File: src/rtl/sv_bus_arbiter_pkg.sv
// Shared types and phase constants for the system bus arbiter and its
// clock-enable plumbing.
package sv_pkg;

  typedef enum logic [1:0] {
    OWN_CPU  = 2'd0,
    OWN_VDMA = 2'd1,
    OWN_ADMA = 2'd2
  } bus_owner_t;

  localparam logic [1:0] DIV_PHI1 = 2'd0;
  localparam logic [1:0] DIV_PHI2 = 2'd2;
  localparam logic [1:0] DIV_ARB  = 2'd3;

endpackage

File: src/rtl/sv_bus_arbiter_if.sv
// Request/grant/bus bundle between the arbiter (master) and the three
// bus clients plus the memory decode (slave).
interface sv_bus_arbiter_if #(
  parameter int BURST_W = 8
) ();

  logic               phi1;
  logic               phi2;
  logic               adma_req;
  logic [15:0]        adma_addr;
  logic               vdma_req;
  logic [15:0]        vdma_addr;
  logic               vdma_we;
  logic [15:0]        cpu_addr;
  logic               cpu_we;
  logic               gnt_adma;
  logic               gnt_vdma;
  logic               gnt_cpu;
  logic               cpu_ce;
  logic [15:0]        bus_addr;
  logic               bus_we;
  logic [BURST_W-1:0] burst_cnt;

  modport master (
    input  adma_req, adma_addr, vdma_req, vdma_addr, vdma_we, cpu_addr, cpu_we,
    output phi1, phi2, gnt_adma, gnt_vdma, gnt_cpu, cpu_ce, bus_addr, bus_we,
           burst_cnt
  );

  modport slave (
    output adma_req, adma_addr, vdma_req, vdma_addr, vdma_we, cpu_addr, cpu_we,
    input  phi1, phi2, gnt_adma, gnt_vdma, gnt_cpu, cpu_ce, bus_addr, bus_we,
           burst_cnt
  );

endinterface

File: src/rtl/sv_bus_arbiter_phase.sv
// Free-running 4-phase slot divider; decodes phi1/phi2 and the end-of-slot
// arbitration tick. Also used by the lcd/audio clock-enable logic.
module sv_phase_gen
  import sv_pkg::*;
(
  input  logic clk_sys,
  input  logic reset,
  output logic phi1_o,
  output logic phi2_o,
  output logic arb_tick_o
);

  logic [1:0] div_q;
  logic [1:0] div_d;

  // next slot phase
  always_comb begin
    div_d = div_q + 2'd1;
  end

  // slot phase register
  always_ff @(posedge clk_sys) begin
    if (reset) begin
      div_q <= DIV_PHI1;
    end else begin
      div_q <= div_d;
    end
  end

  assign phi1_o     = (div_q == DIV_PHI1);
  assign phi2_o     = (div_q == DIV_PHI2);
  assign arb_tick_o = (div_q == DIV_ARB);

endmodule

File: src/rtl/sv_bus_arbiter.sv
// Slot-based owner of the shared system bus: ADMA > VDMA > CPU, with an
// optional VDMA burst guard that forces a CPU slot after N VDMA slots.
module sv_bus_arbiter
  import sv_pkg::*;
#(
  parameter int VDMA_MAX_BURST = 0,
  parameter int BURST_W        = 8
) (
  input  logic              clk_sys,
  input  logic              reset,
  sv_bus_arbiter_if.master  bus
);

  localparam logic [BURST_W-1:0] BURST_ONE = BURST_W'(1);
  localparam logic [BURST_W-1:0] BURST_SAT = {BURST_W{1'b1}};
  localparam logic [BURST_W-1:0] GUARD_LIM = BURST_W'(VDMA_MAX_BURST);
  localparam bit                 GUARD_EN  = (VDMA_MAX_BURST != 0);

  logic               phi1;
  logic               phi2;
  logic               arb_tick;
  bus_owner_t         owner_q, owner_d;
  logic [BURST_W-1:0] burst_q, burst_d;
  logic               vdma_we_q, vdma_we_d;
  logic               guard;

  sv_phase_gen u_phase (
    .clk_sys    (clk_sys),
    .reset      (reset),
    .phi1_o     (phi1),
    .phi2_o     (phi2),
    .arb_tick_o (arb_tick)
  );

  assign guard = GUARD_EN && (burst_q == GUARD_LIM);

  // end-of-slot decision; everything holds mid-slot
  always_comb begin
    owner_d   = owner_q;
    burst_d   = burst_q;
    vdma_we_d = vdma_we_q;
    if (arb_tick) begin
      vdma_we_d = bus.vdma_we;
      if (bus.adma_req) begin
        owner_d = OWN_ADMA;
      end else if (bus.vdma_req && !guard) begin
        owner_d = OWN_VDMA;
        if (burst_q != BURST_SAT) begin
          burst_d = burst_q + BURST_ONE;
        end else begin
          burst_d = burst_q;
        end
      end else begin
        owner_d = OWN_CPU;
        burst_d = '0;
      end
    end else begin
      owner_d = owner_q;
    end
  end

  // owner, burst count and sampled VDMA direction
  always_ff @(posedge clk_sys) begin
    if (reset) begin
      owner_q   <= OWN_CPU;
      burst_q   <= '0;
      vdma_we_q <= 1'b0;
    end else begin
      owner_q   <= owner_d;
      burst_q   <= burst_d;
      vdma_we_q <= vdma_we_d;
    end
  end

  // address/write mux of the current owner
  always_comb begin
    bus.bus_addr = bus.cpu_addr;
    bus.bus_we   = bus.cpu_we;
    case (owner_q)
      OWN_ADMA: begin
        bus.bus_addr = bus.adma_addr;
        bus.bus_we   = 1'b0;
      end
      OWN_VDMA: begin
        bus.bus_addr = bus.vdma_addr;
        bus.bus_we   = vdma_we_q;
      end
      OWN_CPU: begin
        bus.bus_addr = bus.cpu_addr;
        bus.bus_we   = bus.cpu_we;
      end
      default: begin
        bus.bus_addr = bus.cpu_addr;
        bus.bus_we   = bus.cpu_we;
      end
    endcase
  end

  // the unused owner encoding falls back to the CPU so one grant is always high
  assign bus.gnt_adma  = (owner_q == OWN_ADMA);
  assign bus.gnt_vdma  = (owner_q == OWN_VDMA);
  assign bus.gnt_cpu   = !((owner_q == OWN_ADMA) || (owner_q == OWN_VDMA));
  assign bus.cpu_ce    = phi1 && bus.gnt_cpu;
  assign bus.phi1      = phi1;
  assign bus.phi2      = phi2;
  assign bus.burst_cnt = burst_q;

endmodule

File: src/flat_wrapper.sv
// flat-port wrapper written by rule: the top's interface ports become plain ports
module sv_bus_arbiter_flat import sv_pkg::*;
#(
  parameter int VDMA_MAX_BURST = 0,
  parameter int BURST_W        = 8
)
  (clk_sys, reset, bus_adma_req, bus_adma_addr, bus_vdma_req, bus_vdma_addr, bus_vdma_we, bus_cpu_addr, bus_cpu_we, bus_phi1, bus_phi2, bus_gnt_adma, bus_gnt_vdma, bus_gnt_cpu, bus_cpu_ce, bus_bus_addr, bus_bus_we, bus_burst_cnt);
  sv_bus_arbiter_if #(.BURST_W(BURST_W)) bus_i ();
  input  logic clk_sys;
  input  logic reset;
  input wire logic [$bits(bus_i.adma_req)-1:0] bus_adma_req;
  input wire logic [$bits(bus_i.adma_addr)-1:0] bus_adma_addr;
  input wire logic [$bits(bus_i.vdma_req)-1:0] bus_vdma_req;
  input wire logic [$bits(bus_i.vdma_addr)-1:0] bus_vdma_addr;
  input wire logic [$bits(bus_i.vdma_we)-1:0] bus_vdma_we;
  input wire logic [$bits(bus_i.cpu_addr)-1:0] bus_cpu_addr;
  input wire logic [$bits(bus_i.cpu_we)-1:0] bus_cpu_we;
  output wire logic [$bits(bus_i.phi1)-1:0] bus_phi1;
  output wire logic [$bits(bus_i.phi2)-1:0] bus_phi2;
  output wire logic [$bits(bus_i.gnt_adma)-1:0] bus_gnt_adma;
  output wire logic [$bits(bus_i.gnt_vdma)-1:0] bus_gnt_vdma;
  output wire logic [$bits(bus_i.gnt_cpu)-1:0] bus_gnt_cpu;
  output wire logic [$bits(bus_i.cpu_ce)-1:0] bus_cpu_ce;
  output wire logic [$bits(bus_i.bus_addr)-1:0] bus_bus_addr;
  output wire logic [$bits(bus_i.bus_we)-1:0] bus_bus_we;
  output wire logic [$bits(bus_i.burst_cnt)-1:0] bus_burst_cnt;
  assign bus_i.adma_req = bus_adma_req;
  assign bus_i.adma_addr = bus_adma_addr;
  assign bus_i.vdma_req = bus_vdma_req;
  assign bus_i.vdma_addr = bus_vdma_addr;
  assign bus_i.vdma_we = bus_vdma_we;
  assign bus_i.cpu_addr = bus_cpu_addr;
  assign bus_i.cpu_we = bus_cpu_we;
  assign bus_phi1 = bus_i.phi1;
  assign bus_phi2 = bus_i.phi2;
  assign bus_gnt_adma = bus_i.gnt_adma;
  assign bus_gnt_vdma = bus_i.gnt_vdma;
  assign bus_gnt_cpu = bus_i.gnt_cpu;
  assign bus_cpu_ce = bus_i.cpu_ce;
  assign bus_bus_addr = bus_i.bus_addr;
  assign bus_bus_we = bus_i.bus_we;
  assign bus_burst_cnt = bus_i.burst_cnt;
  sv_bus_arbiter #(.VDMA_MAX_BURST(VDMA_MAX_BURST), .BURST_W(BURST_W)) u_core (.clk_sys(clk_sys), .reset(reset), .bus(bus_i));
endmodule
File: config.mk
export PLATFORM = sky130hd
export DESIGN_NAME = sv_bus_arbiter_flat
export DESIGN_NICKNAME = d
export VERILOG_FILES = /design/src/rtl/sv_bus_arbiter_pkg.sv /design/src/rtl/sv_bus_arbiter_if.sv /design/src/rtl/sv_bus_arbiter_phase.sv /design/src/rtl/sv_bus_arbiter.sv /design/src/flat_wrapper.sv
export SDC_FILE = /design/constraint.sdc
export NUM_CORES = 1
export LEC_CHECK = 0
export BUFFER_PORTS_ARGS = -buffer_cell sky130_fd_sc_hd__buf_2
export CORE_AREA = 3 3 56 58
export CTS_CLUSTER_DIAMETER = 40
export DETAILED_ROUTE_END_ITERATION = 7
export DIE_AREA = 0 0 59 61
export GPL_TIMING_DRIVEN = 0
export PLACE_DENSITY = 0.76
export SYNTH_ARGS = -nofsm -noshare
export SYNTH_HDL_FRONTEND = slang
export SYNTH_SLANG_ARGS = --single-unit
export TNS_END_PERCENT = 30
File: constraint.sdc
create_clock -name clk_sys -period 2.2 [get_ports clk_sys]
set_clock_uncertainty 0.1 [all_clocks]
set_input_delay 0.11 -clock clk_sys [delete_from_list [all_inputs] [get_ports clk_sys]]
set_output_delay 0.11 -clock clk_sys [all_outputs]
set_load 0.01 [all_outputs]
# Word-level counts from Yosys, hierarchy flattened
# Index checks and enable logic that the tools add are counted.
dict set report totals {
  out_inout_bits 31
  ff_bits 13
  elab_cells 24
  inputBits 54
}
dict set report op_classes {
  bitwise_logic 1
  mux 6
  n_reduce_logical 5
  addsub 2
  eq_ne 6
}
# operator count
set ops {}
lappend ops {{case mux 16 bit (2 select lines)} 1}
lappend ops {{2-to-1 mux 8 bit} 2}
lappend ops {{adder 8 x 1 -> 8 bit (second input constant)} 1}
lappend ops {{!= test 8 bit (second input constant)} 1}
lappend ops {{equality test 2 bit (second input constant)} 3}
lappend ops {{AND reduction 3 bit} 1}
lappend ops {{adder 2 x 1 -> 2 bit (second input constant)} 1}
lappend ops {{equality test 2 x 1 -> 1 bit (second input constant)} 1}
lappend ops {{zero test 2 bit} 1}
lappend ops {{2-to-1 mux 2 bit} 1}
lappend ops {{!= test 2 x 1 -> 1 bit (second input constant)} 1}
lappend ops {{case mux 1 bit (2 select lines)} 1}
lappend ops {{logical AND 1 bit} 1}
lappend ops {{zero test 1 bit} 1}
lappend ops {{logical OR 1 bit} 1}
lappend ops {{2-to-1 mux 1 bit} 1}
lappend ops {{NOT 1 bit} 1}

# Logic depth before layout (Yosys ltp)
# Gate-level depths: netlist (run 1).
dict set report logic_depth {
  ltp_word 4
  depth_mapped 6
  depth_no_buf 5
}

# Hierarchy
# Synthesis (run 1) repeated with hierarchy kept, for this count alone.
dict set report unflattened {
  cells_unflattened 135
  hier_area_um2 979.7
}
# mod area_each_um2 cells_each seq_area_each_um2 instances
set modules_own_cells {}
lappend modules_own_cells {sv_bus_arbiter 884.6 126 220.2 1}
lappend modules_own_cells {sv_phase_gen 95.1 9 40.0 1}

# Least setup slack after synthesis (run 1)
# No wires, ideal clock.
dict set report synth_timing {
  path_kind {register -> output}
  from {register u_core.owner_q[1]}
  to {output bus_bus_addr[4]}
  path_buffers 2
  stages_incl_launch_ff 7
  arrival_time_ns 1.493
  required_ns 1.990
  setup_slack_ns 0.497
  path_cell_list {dfxtp_1 > inv_1 > ha_1 > clkbuf_1 > clkbuf_1 > a22oi_1 > o21ai_0}
}
dict set report synth_between {
  elab_chain_len 2
  word_cells_on_any_way 3
  classes_between {eq/ne (2); mux (1)}
}
# item line
set synth_rtl {}
lappend synth_rtl {{start, declared} sv_bus_arbiter.sv:22} ;# bus_owner_t owner_q, owner_d;
lappend synth_rtl {{start signal, assigned} sv_bus_arbiter.sv:69} ;# owner_q <= owner_d;
lappend synth_rtl {{equality test 2 x 1 -> 1 bit} --}
lappend synth_rtl {{named net bus_gnt_vdma} flat_wrapper.sv:21} ;# output wire logic [$bits(bus_i.gnt_vdma)-1:0] bus_gnt_vdma;
lappend synth_rtl {{case mux 16 bit (2 select lines)} sv_bus_arbiter.sv:79} ;# case (owner_q)
lappend synth_rtl {{end, declared} flat_wrapper.sv:24} ;# output wire logic [$bits(bus_i.bus_addr)-1:0] bus_bus_addr;
# The timed path passes the listed nets, and every way through them passes these cells.

# Worst setup path after layout (run 1)
dict set report layout_timing {
  from {register u_core.owner_q[0]}
  to {output bus_bus_addr[8]}
}
dict set report layout_between {
  elab_chain_len 2
  word_cells_on_any_way 3
  classes_between {eq/ne (2); mux (1)}
}
# item line
set layout_rtl {}
lappend layout_rtl {{equality test 2 x 1 -> 1 bit / equality test 2 bit (equally long branches)} sv_bus_arbiter.sv:79}
lappend layout_rtl {{case mux 16 bit (2 select lines) *} sv_bus_arbiter.sv:79}
# Every way passes the cells marked *; elsewhere a longest branch is shown, timed or not.

==> results of run 1 <==
-- power by group through the flow --
stage          Clock, mW  Sequential, mW  Combinational, mW
2_1_floorplan          0           0.249             0.0787
3_3_place_gp           0           0.250              0.166
3_5_place_dp           0           0.250              0.166
4_1_cts            0.150           0.245              0.171
5_1_grt            0.157           0.245              0.192
6_report           0.149           0.244              0.171
-- per-layer routing --
layer,vias up,routed length (um)
li1,676,-
met1,599,1270
met2,74,1630
met3,2,439
met4,0,6
met5,-,0
-- through the flow --
stage | setup slack, ns | hold WS [ns] | total power, mW | cell area (sq um)
final | 0.210 | 0.0420 | 0.565 | 1500
after CTS | 0.00165 | 0.0437 | 0.566 | 1490
after detailed placement | 0.306 | 0.253 | 0.417 | 1430
after global placement | 0.329 | 0.246 | 0.416 | 1430
after floorplan | 0.497 | 0.0816 | 0.328 | 976
after global routing | 0.0425 | 0.0514 | 0.594 | 1500
-- logic make-up after synthesis --
| family | count (synthesis) | synth area share [%] |
|---|---|---|
| AO/OA/AOI/OAI | 51 | 34.4 |
| adder cells (fa/ha/maj) | 6 | 7.69 |
| buffers and inverters | 18 | 7.69 |
| flip-flops | 13 | 26.7 |
| multiplexers | 2 | 2.05 |
| AND/OR/NAND/NOR | 45 | 21.5 |
-- worst max-delay path by stage --
stage	depth (start not counted)	slack, ns	startpoint	endpoint
floorplan	6	0.50	u_core.owner_q[1]$_SDFFE_PP0P_	bus_bus_addr[4]
global placement	6	0.33	u_core.owner_q[0]$_SDFFE_PP0P_	bus_bus_addr[4]
detailed placement	6	0.31	u_core.owner_q[0]$_SDFFE_PP0P_	bus_bus_addr[4]
CTS	6	0.002	u_core.owner_q[0]$_SDFFE_PP0P_	bus_bus_addr[4]
global route	7	0.04	u_core.owner_q[0]$_SDFFE_PP0P_	bus_bus_addr[1]
finish	7	0.21	u_core.owner_q[0]$_SDFFE_PP0P_	bus_bus_addr[8]
-- cell usage in the layout, fill, tap and decap left out, types with 4 or more instances in the layout --
cell type / netlist / final
buf_2: 0 / 83
nand2_1: 23 / 23
o21ai_0: 18 / 18
a22oi_1: 16 / 16
dfxtp_1: 13 / 13
inv_1: 7 / 7
clkbuf_2: 0 / 7
ha_1: 6 / 6
nor2_1: 5 / 5
a21oi_1: 4 / 4
-- registers in the layout, summed over array words and instances, names as in the netlist --
register,cells
u_core.owner_q,2
u_core.u_phase.div_q,2
u_core.bus.burst_cnt,8
u_core.vdma_we_q,1
-- synth_stat cells, types with 2 or more instances --
cell type and n:
a211oi_1 2, a21oi_1 4, a22oi_1 16, buf_4 2, clkbuf_1 9, dfxtp_1 13, ha_1 6, inv_1 7
mux2i_1 2, nand2_1 23, nand2b_1 3, nand3_1 3, nor2_1 5, o21ai_0 18, o31ai_1 2, o41ai_1 2
-- critical path, cell delays in order, from the launching register on --
cell	delay, ns
dfxtp_1	0.33
inv_1	0.06
ha_1	0.15
clkbuf_1	0.26
clkbuf_2	0.28
a22oi_1	0.09
o21ai_0	0.18
buf_2	0.16
-- area by class of cell --
class	count	area, sq um	area share [%]
multi-input combinational	104	641	42.8
timing repair buffer	86	445	29.8
sequential	13	260	17.4
buffer	11	57.6	3.85
tap	31	38.8	2.59
clock buffer	4	26.3	1.76
inverter	7	26.3	1.76
-- what timing repair did --
| item | 4_1_cts | 5_1_grt |
|---|---|---|
| hold endpoints to repair | 4 | 0 |
| gates resized for setup | 0 | 14 |
| hold buffers | 3 | 0 |
| endpoints found under the setup margin | 0 | 18 |
==> qor.txt, run 1 <==
Max Fclk -> 503 MHz
Fin. max-slew vios -> 0
Die height -> 61 um
Main synth FF type -> dfxtp_1
# IOs -> 85
Switch Pwr -> 0.167 mW
Minimum clock period -> 1.99 ns
IO Port Bufs -> 83
Hold Startpoint -> bus_vdma_req
Maximum fanout along the worst path -> 10
Initial Utilization -> 36.0%
Post-Syn Nets -> 195
GRT Total Usage -> 17.7%
Crit Path Category -> reg -> out
Later-pin clock latency in the skew report -> 0.28 ns
Vias in the first global route -> 1146
Final setup vio count -> 0
Arrival @ worst endpoint -> 1.78 ns
Slew headroom -> 70.2%
Initial antenna violation count -> 0
WHS Path Cells -> 3
Worst R2R Start -> u_core.u_phase.div_q[1]$_SDFF_PP0_
Leak Pwr -> 0.725 nW
CTS sink cnt -> 13
Die extent in x -> 59 um
Via Count -> 1351
Drt wl/cell -> 13.1 um
Final WL -> 3350 um
GR Util met2 -> 31.4%
Sw frac -> 29.7%
Area delta synth->final -> 53.2%
Flop pwr share -> 43.3%
Largest net degree at the start of global routing -> 11
Gr busiest metal -> met2
DP HPWL -> 2660 um
P per Cell Area -> 378 nW/um^2
Synth area leaders -> dfxtp_1 27%, a22oi_1 12%, o21ai_0 9.2%, nand2_1 8.8%, ha_1 7.7%
Mapped Cells -> 135
R2R Path End -> u_core.bus.burst_cnt[3]$_SDFFE_PP0P_
Grt met1 use -> 21.7%
DRC -> 0
Ant diodes -> 0
Iter 0 DRT Violations -> 106
Final cell count without fillers -> 256
Seq/Total Area, Yosys -> 26.7%
Hold Violations, Final -> 0
Yosys warns -> 0
Fillers -> 283
Internal Pwr Total -> 0.397 mW
DP Cell Count -> 249
Total Neg Setup Slack -> 0 ns
Yosys reg bits -> 13
Tcrit/Tclk final -> 90.4%
HP Class -> in -> reg
R2R Setup Slk -> 0.34 ns
Largest area contributor in the netlist -> dfxtp_1
First-pass DRT Iterations -> 4
Worst Tran Pin Value -> 0.447 ns
Core Box Area -> 2710 sq um
Reg2Reg Depth -> 6
CTS tree -> built
Final nets -> 286
Ys async rst share -> 0%
Post-synthesis cell area -> 976 sq um
Crit end category -> output pin
Max Buffers Root-to-Sink -> 2
Clk pwr share -> 26.4%
DRT antenna net count -> 0
Rows -> 19
Syn avg cell area -> 7.23 sq um
Hold-critical path endpoint -> u_core.bus.burst_cnt[6]$_SDFFE_PP0P_
Area share of the largest cell type after synthesis -> 26.7%
Clock slew at reported path FFs -> 0.08 ns
RSZ-0062 raised after global routing -> no
Maximum vdd drop -> 0.312 mV
H-tree Lvls -> 1
Status -> complete, no violations
Startpoint Class -> register
Congestion Overflow GR -> 0
Clock Tree Root -> clkbuf_4
Post-synth cell types -> 34
WP data required -> 1.99 ns
Post-synth EDFFs -> 0
Layout cell share with drive strength beyond 1 -> 42.7%
Final Core Density -> 55.2%
Post-CTS Setup Inserts -> 0
Max-capacitance violation count -> 0
Gpl congestion -> 0.838
Global-route wire length before repair -> 5060 um
Comb pwr share -> 30.3%
Met3 Use GR -> 4.47%
Cts bufs inserted -> 3
Vias per std cell -> 5.28
Die footprint -> 3600 sq um
Power figures use the tool's default switching activity.
==> run 2, diff against run 1 <==
- BUFFER_PORTS_ARGS: -buffer_cell sky130_fd_sc_hd__buf_2 -> unset
- CORE_AREA: 3 3 56 58 -> 3 3 55 57
- DIE_AREA: 0 0 59 61 -> 0 0 58 60
- DONT_BUFFER_PORTS: unset -> 1
- PLACE_DENSITY: 0.76 -> unset
==> run 2 against run 1 <==
Net effect:
- register-to-register slack worse by 0.07 ns
- critical path depth down 1
- via count fell by 21%
- critical path type unchanged
==> qor.txt, run 2 (synthesis gave the netlist of run 1 again) <==
Comb pwr share -> 20.9% (was 30.3%)
Tcrit/Tclk final -> 93.9% (was 90.4%)
DRC -> 0 (unchanged)
Max Buffers Root-to-Sink -> 2 (unchanged)
Reg area -> 260 sq um (unchanged)
Layout cell share with drive strength beyond 1 -> 7.75% (was 42.7%)
WP data required -> 1.99 ns (about the same)
Die footprint -> 3480 sq um (was 3600 sq um)
Max Fclk -> 484 MHz (was 503 MHz)
Clock slew at reported path FFs -> 0.08 ns (about the same)
Initial Utilization -> 38.7% (was 36.0%)
Global-route wire length before repair -> 4090 um (was 5060 um)
Final WL -> 2870 um (was 3350 um)
Die extent in x -> 58 um (was 59 um)
Final Hold Slack -> 0.0401 ns (was 0.0420 ns)
Hold-critical path endpoint -> u_core.bus.burst_cnt[6]$_SDFFE_PP0P_ (unchanged)
Post-CTS Setup Inserts -> 0 (unchanged)
Reg2Reg Depth -> 5 (was 6)
Critical path cell sequence -> inv_1 > ha_1 > buf_1 > clkbuf_2 > nand2_1 > o21ai_0 (was inv_1 > ha_1 > clkbuf_1 > clkbuf_2 > a22oi_1 > o21ai_0 > buf_2)
Iter 0 DRT Violations -> 33 (was 106)
R2R Path End -> u_core.bus.burst_cnt[5]$_SDFFE_PP0P_ (was u_core.bus.burst_cnt[3]$_SDFFE_PP0P_)
Multi-input gate area -> 641 sq um (unchanged)
Die height -> 60 um (was 61 um)
Switch Pwr -> 0.148 mW (was 0.167 mW)
Crit end category -> output pin (unchanged)
Fillers -> 270 (was 283)
Clk pwr share -> 29.8% (was 26.4%)
H-tree Lvls -> 1 (unchanged)
HP Class -> in -> reg (unchanged)
GRT Total Usage -> 14.9% (was 17.7%)
Clock Tree Root -> clkbuf_4 (unchanged)
DP HPWL -> 2300 um (was 2660 um)
Later-pin clock latency in the skew report -> 0.28 ns (about the same)
IO Port Bufs -> 0 (was 83)
Ant diodes -> 0 (unchanged)
Via Count -> 1061 (was 1351)
Leak Pwr -> 0.370 nW (was 0.725 nW)
Final setup vio count -> 0 (unchanged)
Congestion Overflow GR -> 0 (unchanged)
First-pass DRT Iterations -> 4 (unchanged)
R2R Setup Slk -> 0.27 ns (was 0.34 ns)
Hold Violations, Final -> 0 (unchanged)
Largest net degree at the start of global routing -> 11 (unchanged)
Minimum clock period -> 2.07 ns (was 1.99 ns)
Drt wl/cell -> 16.7 um (was 13.1 um)
Internal Pwr Total -> 0.348 mW (was 0.397 mW)
RSZ-0062 raised after global routing -> no (unchanged)
Worst R2R Start -> u_core.bus.burst_cnt[0]$_SDFFE_PP0P_ (was u_core.u_phase.div_q[1]$_SDFF_PP0_)
Initial antenna violation count -> 0 (unchanged)
WHS Path Cells -> 3 (unchanged)
Startpoint Class -> register (unchanged)
CP peak stage delay -> 0.34 ns (was 0.33 ns)
Rows -> 18 (was 19)
Area delta synth->final -> 10.3% (was 53.2%)
Sw frac -> 29.9% (was 29.7%)
Maximum fanout along the worst path -> 10 (unchanged)
Maximum vdd drop -> 0.368 mV (was 0.312 mV)
Status -> complete, no violations (unchanged)
Max reg flops -> 8 (unchanged)
Max-capacitance violation count -> 0 (unchanged)
Flop pwr share -> 49.3% (was 43.3%)
P per Cell Area -> 461 nW/um^2 (was 378 nW/um^2)
Commonest non-fill, non-tap cell in the layout -> nand2_1 (was buf_2)
DRT antenna net count -> 0 (unchanged)
Cts bufs inserted -> 3 (unchanged)
CTS sink cnt -> 13 (unchanged)
Hold Startpoint -> bus_vdma_req (unchanged)
Slew headroom -> 69.0% (was 70.2%)
Core Box Area -> 2520 sq um (was 2710 sq um)
Worst Tran Pin Value -> 0.465 ns (was 0.447 ns)
Vias per std cell -> 6.17 (was 5.28)
Final nets -> 203 (was 286)
Vias in the first global route -> 936 (was 1146)
Crit Path Category -> reg -> out (unchanged)
Gpl congestion -> 0.844 (was 0.838)
CP max-delay cell -> o21ai_0 (was dfxtp_1)
# IOs -> 85 (unchanged)
Fin. max-slew vios -> 0 (unchanged)
Arrival @ worst endpoint -> 1.86 ns (was 1.78 ns)
CTS tree -> built (unchanged)
Total Neg Setup Slack -> 0 ns (unchanged)
Most frequent cells in the layout -> 23 x nand2_1, 16 x a22oi_1, 16 x o21ai_1 (was 83 x buf_2, 23 x nand2_1, 18 x o21ai_0)
-- run 2: how the worst max path moves through the flow --
stage	endpoint	from	slack, ns	depth (start not counted)
floorplan	bus_bus_addr[4]	u_core.owner_q[1]$_SDFFE_PP0P_	0.50	6
global placement	bus_bus_addr[3]	u_core.owner_q[0]$_SDFFE_PP0P_	0.30	6
detailed placement	bus_bus_addr[4]	u_core.owner_q[0]$_SDFFE_PP0P_	0.24	5
CTS	bus_bus_addr[4]	u_core.owner_q[0]$_SDFFE_PP0P_	0.03	6
global route	bus_bus_addr[5]	u_core.owner_q[0]$_SDFFE_PP0P_	0.003	6
finish	bus_bus_we	u_core.owner_q[1]$_SDFFE_PP0P_	0.13	6
-- run 2: routing by layer --
layer | routed length [um] | vias up | global-route usage, %
li1 | - | 507 | -
met1 | 1170 | 496 | 19.1
met2 | 1400 | 56 | 24.5
met3 | 286 | 2 | 5.40
met4 | 11 | 0 | 1.99
met5 | 0 | - | 0
-- run 2: worst max-delay path: cells and delay by family, from the launching register on --
kind / cells / cell delay, ns
buffers and inverters: 3 / 0.62
adder cells (fa/ha/maj): 1 / 0.21
flip-flops: 1 / 0.33
AND/OR/NAND/NOR: 1 / 0.07
AO/OA/AOI/OAI: 1 / 0.34
-- run 2: area by class of cell --
type / count / share of cell area, %
multi-input cells: 104 / 59.5
flip-flops and latches: 13 / 24.2
plain buffers: 11 / 5.12
well taps: 30 / 3.49
repair buffers: 3 / 2.79
clock buffers: 4 / 2.44
inverters: 7 / 2.44
-- run 2: metrics by stage --
step,power [mW],utilization [%],worst slack [ns],instances,area (sq um)
after detailed placement,0.345,40.2,0.237,165,1010
after global placement,0.343,40.2,0.297,165,1010
after global routing,0.525,42.7,0.00283,172,1080
after floorplan,0.328,-,0.497,135,976
after CTS,0.503,42.5,0.0301,172,1070
final,0.496,42.7,0.135,172,1080
-- run 2: what timing repair did --
| item | in CTS | in global routing |
|---|---|---|
| gates resized for setup | 3 | 22 |
| setup endpoints to repair | 15 | 18 |
| hold endpoints to repair | 5 | 0 |
| gates cloned | 0 | 0 |
| hold buffers | 3 | 0 |
-- run 2: power by group through the flow --
| stage | clock network, mW | logic [mW] | registers [mW] |
|---|---|---|---|
| after CTS | 0.157 | 0.101 | 0.245 |
| after detailed placement | 0 | 0.0947 | 0.251 |
| after floorplan | 0 | 0.0787 | 0.249 |
| after global placement | 0 | 0.0927 | 0.250 |
| final | 0.148 | 0.104 | 0.245 |
| after global routing | 0.164 | 0.115 | 0.246 |
